$ cat config.mk
export PLATFORM = sky130hd
export DESIGN_NAME = rf_scoreboard
export DESIGN_NICKNAME = d
export VERILOG_FILES = /design/src/rtl/rf_scoreboard.sv
export SDC_FILE = /design/constraint.sdc
export NUM_CORES = 1
export LEC_CHECK = 0
export ABC_AREA = 1
export CAP_MARGIN = 5
export CORE_UTILIZATION = 50
export DETAILED_ROUTE_END_ITERATION = 12
export GPL_ROUTABILITY_DRIVEN = 0
export HOLD_SLACK_MARGIN = 0.05
export PLACE_DENSITY = 0.72
export SETUP_SLACK_MARGIN = 0.05
export SLEW_MARGIN = 40
export SYNTH_ARGS = -nofsm -noshare
export SYNTH_HDL_FRONTEND = slang
export SYNTH_SLANG_ARGS = --single-unit
$ cat constraint.sdc
create_clock -name clk -period 4.65 [get_ports clk]
set_clock_uncertainty 0.2 [all_clocks]
set_input_delay 0.93 -clock clk [delete_from_list [all_inputs] [get_ports clk]]
set_output_delay 0.93 -clock clk [all_outputs]
set_load 0.02 [all_outputs]
$ cat src/rtl/rf_scoreboard.sv
// Register-file issue scoreboard: tracks in-flight writes per architectural register
// and holds decode back until sources are settled; flush drains outstanding writebacks.
module rf_scoreboard #(
    parameter int NREGS       = 32,
    parameter int CNT_W       = 2,
    parameter int STALL_CNT_W = 32
) (
    input  logic                   clk,
    input  logic                   resetn,
    input  logic                   dec_valid,
    output logic                   dec_ready,
    input  logic [4:0]             dec_rs1_sel,
    input  logic [4:0]             dec_rs2_sel,
    input  logic [4:0]             dec_rd_sel,
    input  logic                   dec_uses_rs1,
    input  logic                   dec_uses_rs2,
    input  logic                   dec_writes_rd,
    input  logic                   issue_ready,
    output logic                   issue_valid,
    input  logic                   wb_enable,
    input  logic [4:0]             wb_addr,
    input  logic                   flush,
    output logic [NREGS-1:0]       busy_mask,
    output logic                   drain_busy,
    output logic                   wb_err,
    output logic [STALL_CNT_W-1:0] stall_cycles
);

    typedef enum logic [0:0] {
        ST_RUN   = 1'b0,
        ST_DRAIN = 1'b1
    } state_e;

    localparam logic [CNT_W-1:0]       CNT_ZERO   = {CNT_W{1'b0}};
    localparam logic [CNT_W-1:0]       CNT_ONE    = {{(CNT_W-1){1'b0}}, 1'b1};
    localparam logic [CNT_W-1:0]       CNT_MAX    = {CNT_W{1'b1}};
    localparam logic [STALL_CNT_W-1:0] STALL_ONE  = {{(STALL_CNT_W-1){1'b0}}, 1'b1};
    localparam logic [STALL_CNT_W-1:0] STALL_SAT  = {STALL_CNT_W{1'b1}};
    localparam logic [NREGS-1:0]       ONEHOT_LSB = {{(NREGS-1){1'b0}}, 1'b1};

    state_e                   state_q, state_d;
    logic [CNT_W-1:0]         cnt_q [NREGS];
    logic [CNT_W-1:0]         cnt_d [NREGS];
    logic                     wb_err_q, wb_err_d;
    logic [STALL_CNT_W-1:0]   stall_q, stall_d;
    logic                     hazard_s;
    logic                     fire_s;
    logic                     wb_live_s;
    logic [NREGS-1:0]         inc_vec_s;
    logic [NREGS-1:0]         dec_vec_s;
    logic                     all_zero_d;

    // Hazard check against registered counters only; a same-cycle writeback lands at the edge.
    always_comb begin
        hazard_s = 1'b0;
        if (dec_uses_rs1 && (dec_rs1_sel != 5'd0) && (cnt_q[dec_rs1_sel] != CNT_ZERO)) begin
            hazard_s = 1'b1;
        end else if (dec_uses_rs2 && (dec_rs2_sel != 5'd0) && (cnt_q[dec_rs2_sel] != CNT_ZERO)) begin
            hazard_s = 1'b1;
        end else if (dec_writes_rd && (dec_rd_sel != 5'd0) && (cnt_q[dec_rd_sel] == CNT_MAX)) begin
            hazard_s = 1'b1;
        end else begin
            hazard_s = 1'b0;
        end
    end

    // Issue handshake: only in RUN, and never in the cycle a flush arrives.
    always_comb begin
        issue_valid = 1'b0;
        dec_ready   = 1'b0;
        if ((state_q == ST_RUN) && !flush) begin
            issue_valid = dec_valid & ~hazard_s;
            dec_ready   = issue_ready & ~hazard_s;
        end else begin
            issue_valid = 1'b0;
            dec_ready   = 1'b0;
        end
    end

    assign fire_s    = dec_valid & dec_ready;
    assign wb_live_s = wb_enable & (wb_addr != 5'd0);

    // One-hot increment/decrement requests; x0 is never tracked.
    always_comb begin
        inc_vec_s = {NREGS{1'b0}};
        dec_vec_s = {NREGS{1'b0}};
        if (fire_s && dec_writes_rd && (dec_rd_sel != 5'd0)) begin
            inc_vec_s = ONEHOT_LSB << dec_rd_sel;
        end else begin
            inc_vec_s = {NREGS{1'b0}};
        end
        if (wb_live_s && (cnt_q[wb_addr] != CNT_ZERO)) begin
            dec_vec_s = ONEHOT_LSB << wb_addr;
        end else begin
            dec_vec_s = {NREGS{1'b0}};
        end
    end

    // Counter next-state; simultaneous inc and dec on one register cancel.
    always_comb begin
        all_zero_d = 1'b1;
        for (int i = 0; i < NREGS; i++) begin
            cnt_d[i] = cnt_q[i];
            if (inc_vec_s[i] && !dec_vec_s[i]) begin
                cnt_d[i] = cnt_q[i] + CNT_ONE;
            end else if (!inc_vec_s[i] && dec_vec_s[i]) begin
                cnt_d[i] = cnt_q[i] - CNT_ONE;
            end else begin
                cnt_d[i] = cnt_q[i];
            end
            if (cnt_d[i] != CNT_ZERO) begin
                all_zero_d = 1'b0;
            end else begin
                all_zero_d = all_zero_d;
            end
        end
    end

    // Sticky error and saturating stall counter.
    always_comb begin
        wb_err_d = wb_err_q;
        stall_d  = stall_q;
        if (wb_live_s && (cnt_q[wb_addr] == CNT_ZERO)) begin
            wb_err_d = 1'b1;
        end else begin
            wb_err_d = wb_err_q;
        end
        if (dec_valid && !dec_ready && (stall_q != STALL_SAT)) begin
            stall_d = stall_q + STALL_ONE;
        end else begin
            stall_d = stall_q;
        end
    end

    // Run/drain FSM; DRAIN exits once every counter is zero after this cycle's update.
    always_comb begin
        state_d = state_q;
        case (state_q)
            ST_RUN: begin
                if (flush) begin
                    state_d = ST_DRAIN;
                end else begin
                    state_d = ST_RUN;
                end
            end
            ST_DRAIN: begin
                if (flush) begin
                    state_d = ST_DRAIN;
                end else if (all_zero_d) begin
                    state_d = ST_RUN;
                end else begin
                    state_d = ST_DRAIN;
                end
            end
            default: state_d = ST_RUN;
        endcase
    end

    // State registers.
    always_ff @(posedge clk or negedge resetn) begin
        if (!resetn) begin
            state_q  <= ST_RUN;
            wb_err_q <= 1'b0;
            stall_q  <= {STALL_CNT_W{1'b0}};
            for (int i = 0; i < NREGS; i++) begin
                cnt_q[i] <= CNT_ZERO;
            end
        end else begin
            state_q  <= state_d;
            wb_err_q <= wb_err_d;
            stall_q  <= stall_d;
            for (int i = 0; i < NREGS; i++) begin
                cnt_q[i] <= cnt_d[i];
            end
        end
    end

    // Status outputs are pure functions of registered state.
    always_comb begin
        busy_mask = {NREGS{1'b0}};
        for (int i = 0; i < NREGS; i++) begin
            busy_mask[i] = (cnt_q[i] != CNT_ZERO);
        end
    end

    assign drain_busy   = (state_q == ST_DRAIN);
    assign wb_err       = wb_err_q;
    assign stall_cycles = stall_q;

endmodule

After elaboration in Yosys (flattened, before gate mapping)
Index checks and enable logic that the tools add are counted.

storage, ports and cells
  register bits after elaboration = 98
  latch bits = 0
  bits in writable memories = 0
  bits in read-only memories = 0
  input bits = 29
  output and inout port bits = 68
  memories = 0

operators by class
  add/subtract/negate cells = 65
  $mul = 0
  div/mod/pow operators = 0
  $lt $le $gt $ge = 4
  equal/unequal tests = 2
  shifts and indexed selects = 2
  multiplexer cells = 119
  bitwise operators = 10
  reduce and logical (&&, ||, !) cells = 215

operators by type and width
  operator                                          count
  two-way mux 2 bit                                 72
  nonzero test 2 bit                                67
  logical AND 1 bit                                 77
  logical NOT 1 bit                                 66
  adder 2 x 1 -> 2 bit, second input constant       32
  two-way mux 32 bit                                2
  left shift 1 x 5 -> 32 bit, first input constant  2
  subtractor 2 x 1 -> 2 bit, second input constant  32
  binary-select mux 2 bit (select 5 bit)            4
  two-way mux 1 bit                                 40
  adder 32 x 1 -> 32 bit, second input constant     1
  inequality test 32 bit, second input constant     1
  >= comparator 6 bit, second input constant        4
  NOT 5 -> 6 bit                                    4
  nonzero test 5 bit                                4
  AND 1 bit                                         4
  equality test 2 bit, second input constant        1
  logical NOT 2 bit                                 1
  NOT 1 bit                                         2
  one-hot mux 1 bit (2 select lines)                1

Longest topological paths before layout
Gate-level depths: netlist of the first run.

  depth in word-level cells = 56
  mapped depth = 28

Worst setup path before layout of the first run
OpenSTA, ideal clock, no wires.

  path type = input to output
  start point = in dec_rd_sel[0]
  end point = out issue_valid
  data arrival time = 2,542 ps
  setup slack = 978 ps
  stages = 14
  path buffers = 2
  cells stage by stage = buf_4 -> inv_8 -> nand2_4 -> buf_6 -> nor2_1 -> nor2_1 -> nand2_1 -> nand3_1 -> nand3_1 -> nand2_1 -> nand2_2 -> nand3_2 -> nand3_2 -> nor4_1

on the way
  cells in the longest elaborated chain, start to end = 12
  elaborated cells on any way between the ends = 14
  classes of those cells = eq/ne (1); mux (7); bitwise (3); reduce/logical (3)

ends and longest elaborated chain
  element                                                RTL line  text
  from (decl)                                            14        input logic [4:0] dec_rd_sel,
  NOT 5 -> 6 bit (implied by the code)                   60        end else if (dec_writes_rd && (dec_rd_sel != 5'd0) && (cnt_q[dec_rd_sel] == CNT_MAX)) begin
  binary-select mux 2 bit (select 5 bit)                 60
  two-way mux 2 bit (implied by the code) (2 in series)  60
  equality test 2 bit                                    60
  logical AND 1 bit *                                    60
  two-way mux 1 bit *                                    60
  two-way mux 1 bit *                                    58        end else if (dec_uses_rs2 && (dec_rs2_sel != 5'd0) && (cnt_q[dec_rs2_sel] != CNT_ZERO)) begin
  two-way mux 1 bit *                                    56        if (dec_uses_rs1 && (dec_rs1_sel != 5'd0) && (cnt_q[dec_rs1_sel] != CNT_ZERO)) begin
  NOT 1 bit *                                            72        issue_valid = dec_valid & ~hazard_s;
  AND 1 bit *                                            72
  two-way mux 1 bit *                                    71        if ((state_q == ST_RUN) && !flush) begin
  to (decl)                                              19        output logic issue_valid,

Every way passes the cells marked *; elsewhere a longest branch is shown, timed or not. The select of a mux whose other input is x is not followed.

Worst setup path after layout of the first run
  start point = in dec_rs2_sel[1]
  end point = out issue_valid

on the way
  cells in the longest elaborated chain, start to end = 11
  elaborated cells on any way between the ends = 13
  classes of those cells = mux (6); bitwise (3); reduce/logical (4)

ends and longest elaborated chain
  element                                                RTL line  text
  from (decl)                                            13        input logic [4:0] dec_rs2_sel,
  NOT 5 -> 6 bit (implied by the code)                   58
  binary-select mux 2 bit (select 5 bit)                 58
  two-way mux 2 bit (implied by the code) (2 in series)  58
  nonzero test 2 bit                                     58
  logical AND 1 bit *                                    58
  two-way mux 1 bit *                                    58
  two-way mux 1 bit *                                    56
  NOT 1 bit *                                            72
  AND 1 bit *                                            72
  two-way mux 1 bit *                                    71

Marked as above.

==> summary.txt, run 1 <==
Global routing
  – Total track usage: 33.0%
  – Initial antenna violation count: 0
  – Vias in the first global route: 8874
  – Largest net degree at the start of global routing: 38
  – First-pass GRT wire length: 46200 um
  – Total gr overflow: 0

Hold path
  – Hold Path Stages: 0
  – WHS Endpoint: cnt_q[62]
  – Hold Path Class: register to register
  – Min-delay src: cnt_q[62]

Critical path
  – Slowest stage cell, crit path: clkdlybuf4s50_1
  – CP Buf/Inv Count: 5
  – R2R setup slack: 910 ps
  – Reg2reg start: cnt_q[19]
  – Required time of the critical path: 3520 ps
  – CP Cell Sequence: clkdlybuf4s50_1, inv_1, buf_4, nand4_1, o21ai_0, inv_1, nand3_1, nand3_2, nor4_1, dlygate4sd2_1
  – Worst EP arrival: 3250 ps
  – CP most frequent cell: inv_1
  – Crit path max-delay family: buffers and inverters
  – R2R cell count: 24
  – Crit-path max FO: 12
  – Worst setup SP type: input pin
  – Critical path class: input pin to output pin
  – Worst R2R End: drain_busy
  – Max incr delay on CP: 430 ps
  – CP Capture Type: output pin

Detailed routing
  – Antenna-violating nets left: 0
  – Avg Vias per Cell: 5.58
  – Wire length per cell: 16.6 um
  – Drc violations: 0
  – Via count: 9882
  – Initial DRC Count: 1200
  – Drt pass-1 iters: 9
  – Post-Route WL: 29400 um

Power
  – Leakage: 0.00542 uW
  – Peak VDD IR: 0.192 mV
  – Power per cell area: 332 mW/mm2

Place
  – Post-placement setup slack: 53.4 ps
  – I/O Buffers: 96
  – DP Wirelength: 23200 um

Floorplan
  – Core Region: 0.0173 mm2
  – Die area: 0.0182 mm2
  – Placement Rows: 48
  – Die H: 135 um
  – Die width: 135 um
  – Initial Util: 51.1%
  – Ports: 97

STA
  – Hold Vio Cnt, Final: 0
  – Pins over their slew limit: 0
  – Max Freq: 0.228 GHz
  – Final period utilization: 94.2%
  – Max_slew headroom: 47.8%
  – Period minus WS final: 4380 ps
  – Final setup margin: 270 ps
  – Final setup viols: 0
  – Slew @ Worst Pin: 775 ps
  – RSZ-0062 raised after global routing: no
  – TNS Setup: 0 ps

Synth
  – Net Count, Synth: 1501
  – Synthesis-stage register bit count: 98
  – Avg Cell Area, Syn: 6.14 um2
  – Cell types occupying the most area after synthesis: dfrtp_1 28%, nand2_1 17%, inv_1 9.6%
  – Dominant cell type by area after synthesis: dfrtp_1
  – Register area share after synthesis: 27.8%
  – Netlist cell types: 44
  – Yosys Warn Count: 0
  – Cells after Synth: 1439
  – Share of the synthesized area in the top cell type: 27.8%
  – Cell Area, Synth: 0.00884 mm2

CTS
  – Skew-Pair Late Insertion Delay: 370 ps
  – Clock root buffer: clkbuf_16
  – TritonCTS Buffers: 9
  – Clock sinks: 98
  – H-tree depth: 3
  – Setup Fix Bufs, Post-CTS: 0
  – CTS tree: built
  – Max Root-Sink Buffers: 2
  – Reg clk slew, reported paths: 70 ps

Layout
  – Layout cell share with drive strength beyond 1: 6.14%
  – Final Core Density: 60.6%
  – Area grow syn2layout: 18.5%
  – Final net count: 1604
  – Ant diodes: 0

Run status
  – Run status: finished clean

Flow run
  – Max Cap Viol: 0
-- state kept, by name, indices dropped and copies added (netlist names) --
name and flops:
wb_err 1, drain_busy 1, cnt_q 64, stall_cycles 32
-- cells in the mapped netlist (all sizes together) --
library cell,n
a21o,1
a21oi,15
a22oi,2
a31oi,1
and2,1
and3,1
buf,24
clkbuf,19
clkinv,14
dfrtp,98
ha,33
inv,232
nand2,410
nand3,171
nand3b,31
nand4,67
nor2,229
nor3,13
nor3b,1
nor4,5
o2111ai,2
o211ai,4
o21ai,32
o22ai,2
o41ai,1
xnor2,9
xor2,21
-- routing by layer --
metal,vias to the layer above,share of wire [%],global-route usage [%]
li1,4760,-,-
met1,4476,44,47.5
met2,563,42,49.5
met3,83,11,5.37
met4,0,3.4,12.2
met5,-,0,0
-- cell usage in the layout, fill, tap and decap left out, drive strengths merged --
cell type	Yosys	routed
xnor2	9	9
nand3	171	171
clkbuf	19	9
o2111ai	2	2
nor2	229	229
dlymetal6s2s	0	1
clkdlybuf4s50	0	93
dfrtp	98	98
o22ai	2	2
xor2	21	21
nand4	67	67
a22oi	2	2
dlygate4sd2	0	1
and2	1	1
nor4	5	5
and3	1	1
a21o	1	1
o211ai	4	4
nor3b	1	1
inv	232	234
o41ai	1	1
buf	24	40
nand2	410	410
bufinv	0	1
a31oi	1	1
ha	33	33
nor3	13	13
nand3b	31	31
clkinv	14	18
a21oi	15	15
o21ai	32	32
-- area by class of cell --
type                       count  area (um2)
fill                        1712        6820
tap                          225         282
sequential                    98        2450
clock buffer                   9         225
multi-input combinational   1052        5180
inverter                     246         936
timing repair buffer         135        1300
clock inverter                 7        97.6
-- where the power goes --
group          switching [uW]  internal, uW  leakage [uW]
combinational             897           542       0.00415
sequential                192          1030       0.00111
clock                     391           433      0.000156
-- kinds of logic (layout without fill, tap and decap cells) --
family	count (synthesis)	in the layout	share of synthesized area, %
flip-flops	98	98	27.8
buffers and inverters	289	397	13.7
AO/OA/AOI/OAI	60	60	3.82
AND/OR/NAND/NOR	929	929	47.0
adder cells (fa/ha/maj)	33	33	4.67
XOR/XNOR	30	30	3.06
-- through the flow --
| step | cells | power, uW | instance area (um2) | hold WS (ps) |
|---|---|---|---|---|
| finish | 1772 | 3480 | 10500 | 206 |
| global route | 1772 | 3700 | 10500 | 224 |
| CTS | 1772 | 3460 | 10500 | 210 |
| detailed placement | 1756 | 2630 | 10100 | 192 |
| global placement | 1756 | 2610 | 10100 | 189 |
| floorplan | 1439 | 2070 | 8840 | 251 |
-- worst max path at each step --
stage / startpoint / to / slack, ps / depth (start not counted)
after CTS: dec_rd_sel[0] / dec_ready / 150 / 14
final: dec_rs2_sel[1] / issue_valid / 270 / 10
after global routing: dec_rd_sel[0] / drain_busy / 140 / 27
after global placement: dec_rd_sel[0] / issue_valid / 110 / 14
after detailed placement: dec_rd_sel[0] / issue_valid / 50 / 14
after floorplan: dec_rd_sel[0] / issue_valid / 980 / 14
-- what timing repair did --
action,in CTS,in global routing
setup endpoints to repair,1,2
cloned,0,0
pin swaps,0,0
gates resized for setup,1,2
hold buffers,0,0
No activity file was read; power rests on OpenSTA's default activity.
==> run 2: changes to the inputs <==
--- a/config.mk
+++ b/config.mk
@@ -6,7 +6,7 @@
 export NUM_CORES = 1
 export LEC_CHECK = 0
 export ABC_AREA = 1
-export CAP_MARGIN = 5
+export CAP_MARGIN = 10
 export CORE_UTILIZATION = 50
 export DETAILED_ROUTE_END_ITERATION = 12
 export GPL_ROUTABILITY_DRIVEN = 0
==> results of run 2 <==
Same layout as run 1: the final DEF is identical, and so are final timing and power.
==> run 3: changes to the inputs <==
--- a/config.mk
+++ b/config.mk
@@ -5,13 +5,13 @@
 export SDC_FILE = /design/constraint.sdc
 export NUM_CORES = 1
 export LEC_CHECK = 0
-export ABC_AREA = 1
+export ABC_AREA = 0
 export CAP_MARGIN = 10
 export CORE_UTILIZATION = 50
 export DETAILED_ROUTE_END_ITERATION = 12
 export GPL_ROUTABILITY_DRIVEN = 0
 export HOLD_SLACK_MARGIN = 0.05
-export PLACE_DENSITY = 0.72
+export PLACE_DENSITY = 0.73
 export SETUP_SLACK_MARGIN = 0.05
 export SLEW_MARGIN = 40
 export SYNTH_ARGS = -nofsm -noshare
==> run 3 against run 2 <==
Count of clock-buffer cells in the layout did not move. Final area grew 8.4%. Fmax shrank 6.3%. Critical endpoint is now drain_busy. Power grew 48%. Sequential power grew 19%. Combinational power rose by 110%. The flow now finishes with violations (negative setup slack). Critical path type is now input pin to register. Global-route usage grew 3.2 points. Non-clock buffer count is 166 higher. Critical path depth grew 2.
==> summary.txt, run 3 <==
Critical path
  – CP Cell Sequence: dlygate4sd2_1, or2_4, a311oi_2, nand4_1, a2111o_2, buf_6, nor4_4, o21ai_1, a22o_1, or4_4, or4b_4, o41a_1
  – Required time of the critical path: 4700 ps
  – Worst setup SP type: input pin
  – Slowest stage cell, crit path: a2111o_2
  – Max incr delay on CP: 600 ps
  – Worst EP arrival: 4730 ps
  – CP Capture Type: register
  – Crit-path max FO: 5
  – Critical path class: input pin to register

Power
  – P_int: 2830 uW
  – Sw Share: 45.1%
  – Clock share of power: 14.5%
  – Switching power: 2320 uW
  – Peak VDD IR: 0.291 mV
  – Seq pwr share: 28.1%
  – Power per cell area: 454 mW/mm2
  – Leakage: 0.00481 uW
  – Logic pwr share: 57.4%

Layout
  – Finished Layout Cells: 1458
  – Final net count: 1300
  – Ant diodes: 0
  – Register area: 0.00245 mm2
  – Number of flip-flops in the largest register: 64
  – FILL cells: 1283
  – Layout cell share with drive strength beyond 1: 24.1%
  – Area grow syn2layout: 37.4%
  – Most frequent cells in the layout: 189 x buf_4, 111 x inv_1, 98 x dfrtp_1, 79 x clkdlybuf4s50_1, 71 x nand2_1
  – Largest Register: cnt_q
  – Footprint of the multi-input gates: 0.00534 mm2
  – Most common cell after layout, fill and taps aside: buf_4

Floorplan
  – Ports: 97
  – Placement Rows: 46
  – Die width: 131 um
  – Initial Util: 51.6%
  – Die area: 0.0170 mm2
  – Core Region: 0.0160 mm2
  – Die H: 131 um

Run status
  – Run status: finished with violations
  – Failing checks: negative setup slack

CTS
  – TritonCTS Buffers: 9
  – Max Root-Sink Buffers: 2
  – CTS tree: built
  – Skew-Pair Late Insertion Delay: 370 ps
  – Hold-fix buffers, CTS: 0
  – H-tree depth: 3
  – Reg clk slew, reported paths: 80 ps
  – Clock root buffer: clkbuf_16
  – Clock sinks: 98

STA
  – Max_slew headroom: 56.1%
  – Final setup margin: -26.0 ps
  – Final setup viols: 1
  – Worst hold slack: 230 ps
  – Period minus WS final: 4680 ps
  – Max Freq: 0.214 GHz
  – Slew @ Worst Pin: 653 ps
  – Final period utilization: 101%
  – Pins over their slew limit: 0
  – RSZ-0062 raised after global routing: yes
  – TNS Setup: -26.0 ps
  – Hold Vio Cnt, Final: 0

Place
  – DP Wirelength: 23300 um
  – I/O Buffers: 96
  – Cells after DPL: 1424

Detailed routing
  – Drc violations: 0
  – Via count: 9113
  – Avg Vias per Cell: 6.25
  – Post-Route WL: 30300 um
  – Drt pass-1 iters: 8
  – Wire length per cell: 20.7 um
  – Antenna-violating nets left: 0
  – Initial DRC Count: 1188

Global routing
  – Total gr overflow: 0
  – Vias in the first global route: 8658
  – Initial antenna violation count: 0
  – First-pass GRT wire length: 45900 um
  – Largest net degree at the start of global routing: 47
  – Total track usage: 36.2%

Synth
  – Avg Cell Area, Syn: 8.54 um2
  – Net Count, Synth: 1030
  – Most frequent cells after synthesis: 112 x inv_1, 98 x dfrtp_1, 71 x nand2_1
  – Dominant cell type by area after synthesis: dfrtp_1
  – Cell types occupying the most area after synthesis: dfrtp_1 30%, xnor2_1 7.4%, inv_1 5.1%
  – Top-count cell post-synth: inv_1
  – Cell Area, Synth: 0.00826 mm2
  – Async S/R FF share, synth: 100%
  – Cells after Synth: 968
  – Yosys Warn Count: 0
  – Netlist cell types: 74
  – Share of the synthesized area in the top cell type: 29.7%
  – Top_reg_cell synth: dfrtp_1
  – Synthesis-stage register bit count: 98
  – Register area share after synthesis: 29.7%
  – Post-synth EDFFs: 0

Flow run
  – Max Cap Viol: 0

Hold path
  – Hold Path Class: register to register
run 3: cell count changes in the layout (fill, tap and decap cells not counted), sizes merged, moves of 47 or more:
cell,previous run,this run
nand2,410,71
buf,40,210
nor2,229,61
nand3,171,46
inv,234,116
xnor2,9,70
nor4,5,52
run 3: timing repair:
| item | in CTS | in global routing |
|---|---|---|
| gates cloned | 4 | 0 |
| buffers inserted | 7 | 8 |
| pin swaps | 18 | 14 |
| resized for setup | 61 | 21 |
| setup endpoints to repair | 3 | 3 |
run 3: cell type report:
| cell class | instances | area share [%] |
|---|---|---|
| multi-input cells | 715 | 47.0 |
| repair buffers | 301 | 22.8 |
| flip-flops and latches | 98 | 21.6 |
| inverters | 113 | 3.74 |
| well taps | 216 | 2.38 |
| clock buffers | 9 | 1.98 |
| clock inverters | 6 | 0.441 |
run 3: power by group through the flow:
stage	clock network, uW	registers (uW)	logic [uW]
global route	787	1470	3170
detailed placement	0	1430	2800
CTS	753	1420	2860
finish	748	1450	2960
floorplan	0	1330	1650
global placement	0	1430	2730
run 3: stage by stage:
stage	power, uW	setup slack (ps)	cell area [um2]	util [%]
global placement	4160	-629	10800	67.3
finish	5150	-26.0	11400	70.9
detailed placement	4230	-759	10800	67.3
floorplan	2980	54.2	8260	-
global route	5420	-96.6	11400	70.9
CTS	5040	51.0	11200	70.2
run 3: final timing paths:
check | startpoint | end | slack (ps) | depth (start not counted)
min in group asynchronous | resetn | stall_cycles[8] | 370 | 1
max in group asynchronous | resetn | cnt_q[50] | 2890 | 2
max reg2reg | cnt_q[16] | drain_busy | 40 | 12
min reg2reg | cnt_q[62] | cnt_q[62] | 230 | 0
min | cnt_q[62] | cnt_q[62] | 230 | 0
max | flush | drain_busy | -30 | 12
run 3: logic make-up (layout without fill, tap and decap cells):
logic type | Yosys count | count (layout) | share of synthesized area [%]
AO/OA/AOI/OAI | 178 | 178 | 14.5
XOR/XNOR | 85 | 85 | 9.17
adder cells (fa/ha/maj) | 52 | 52 | 7.30
buffers and inverters | 155 | 429 | 7.65
flip-flops | 98 | 98 | 29.7
multiplexers | 24 | 24 | 5.21
AND/OR/NAND/NOR | 376 | 376 | 26.5
run 3: worst max-delay path, delay by kind of cell:
family / cells / cell delay [ps]
compound gates: 5 / 1540
buf+inv: 2 / 470
simple gates: 5 / 1770
run 3: layer usage:
metal,share of wire [%],global-route usage (%)
met5,0,0
met1,38,46.5
met3,12,9.45
met4,6.5,21.4
met2,44,55.1
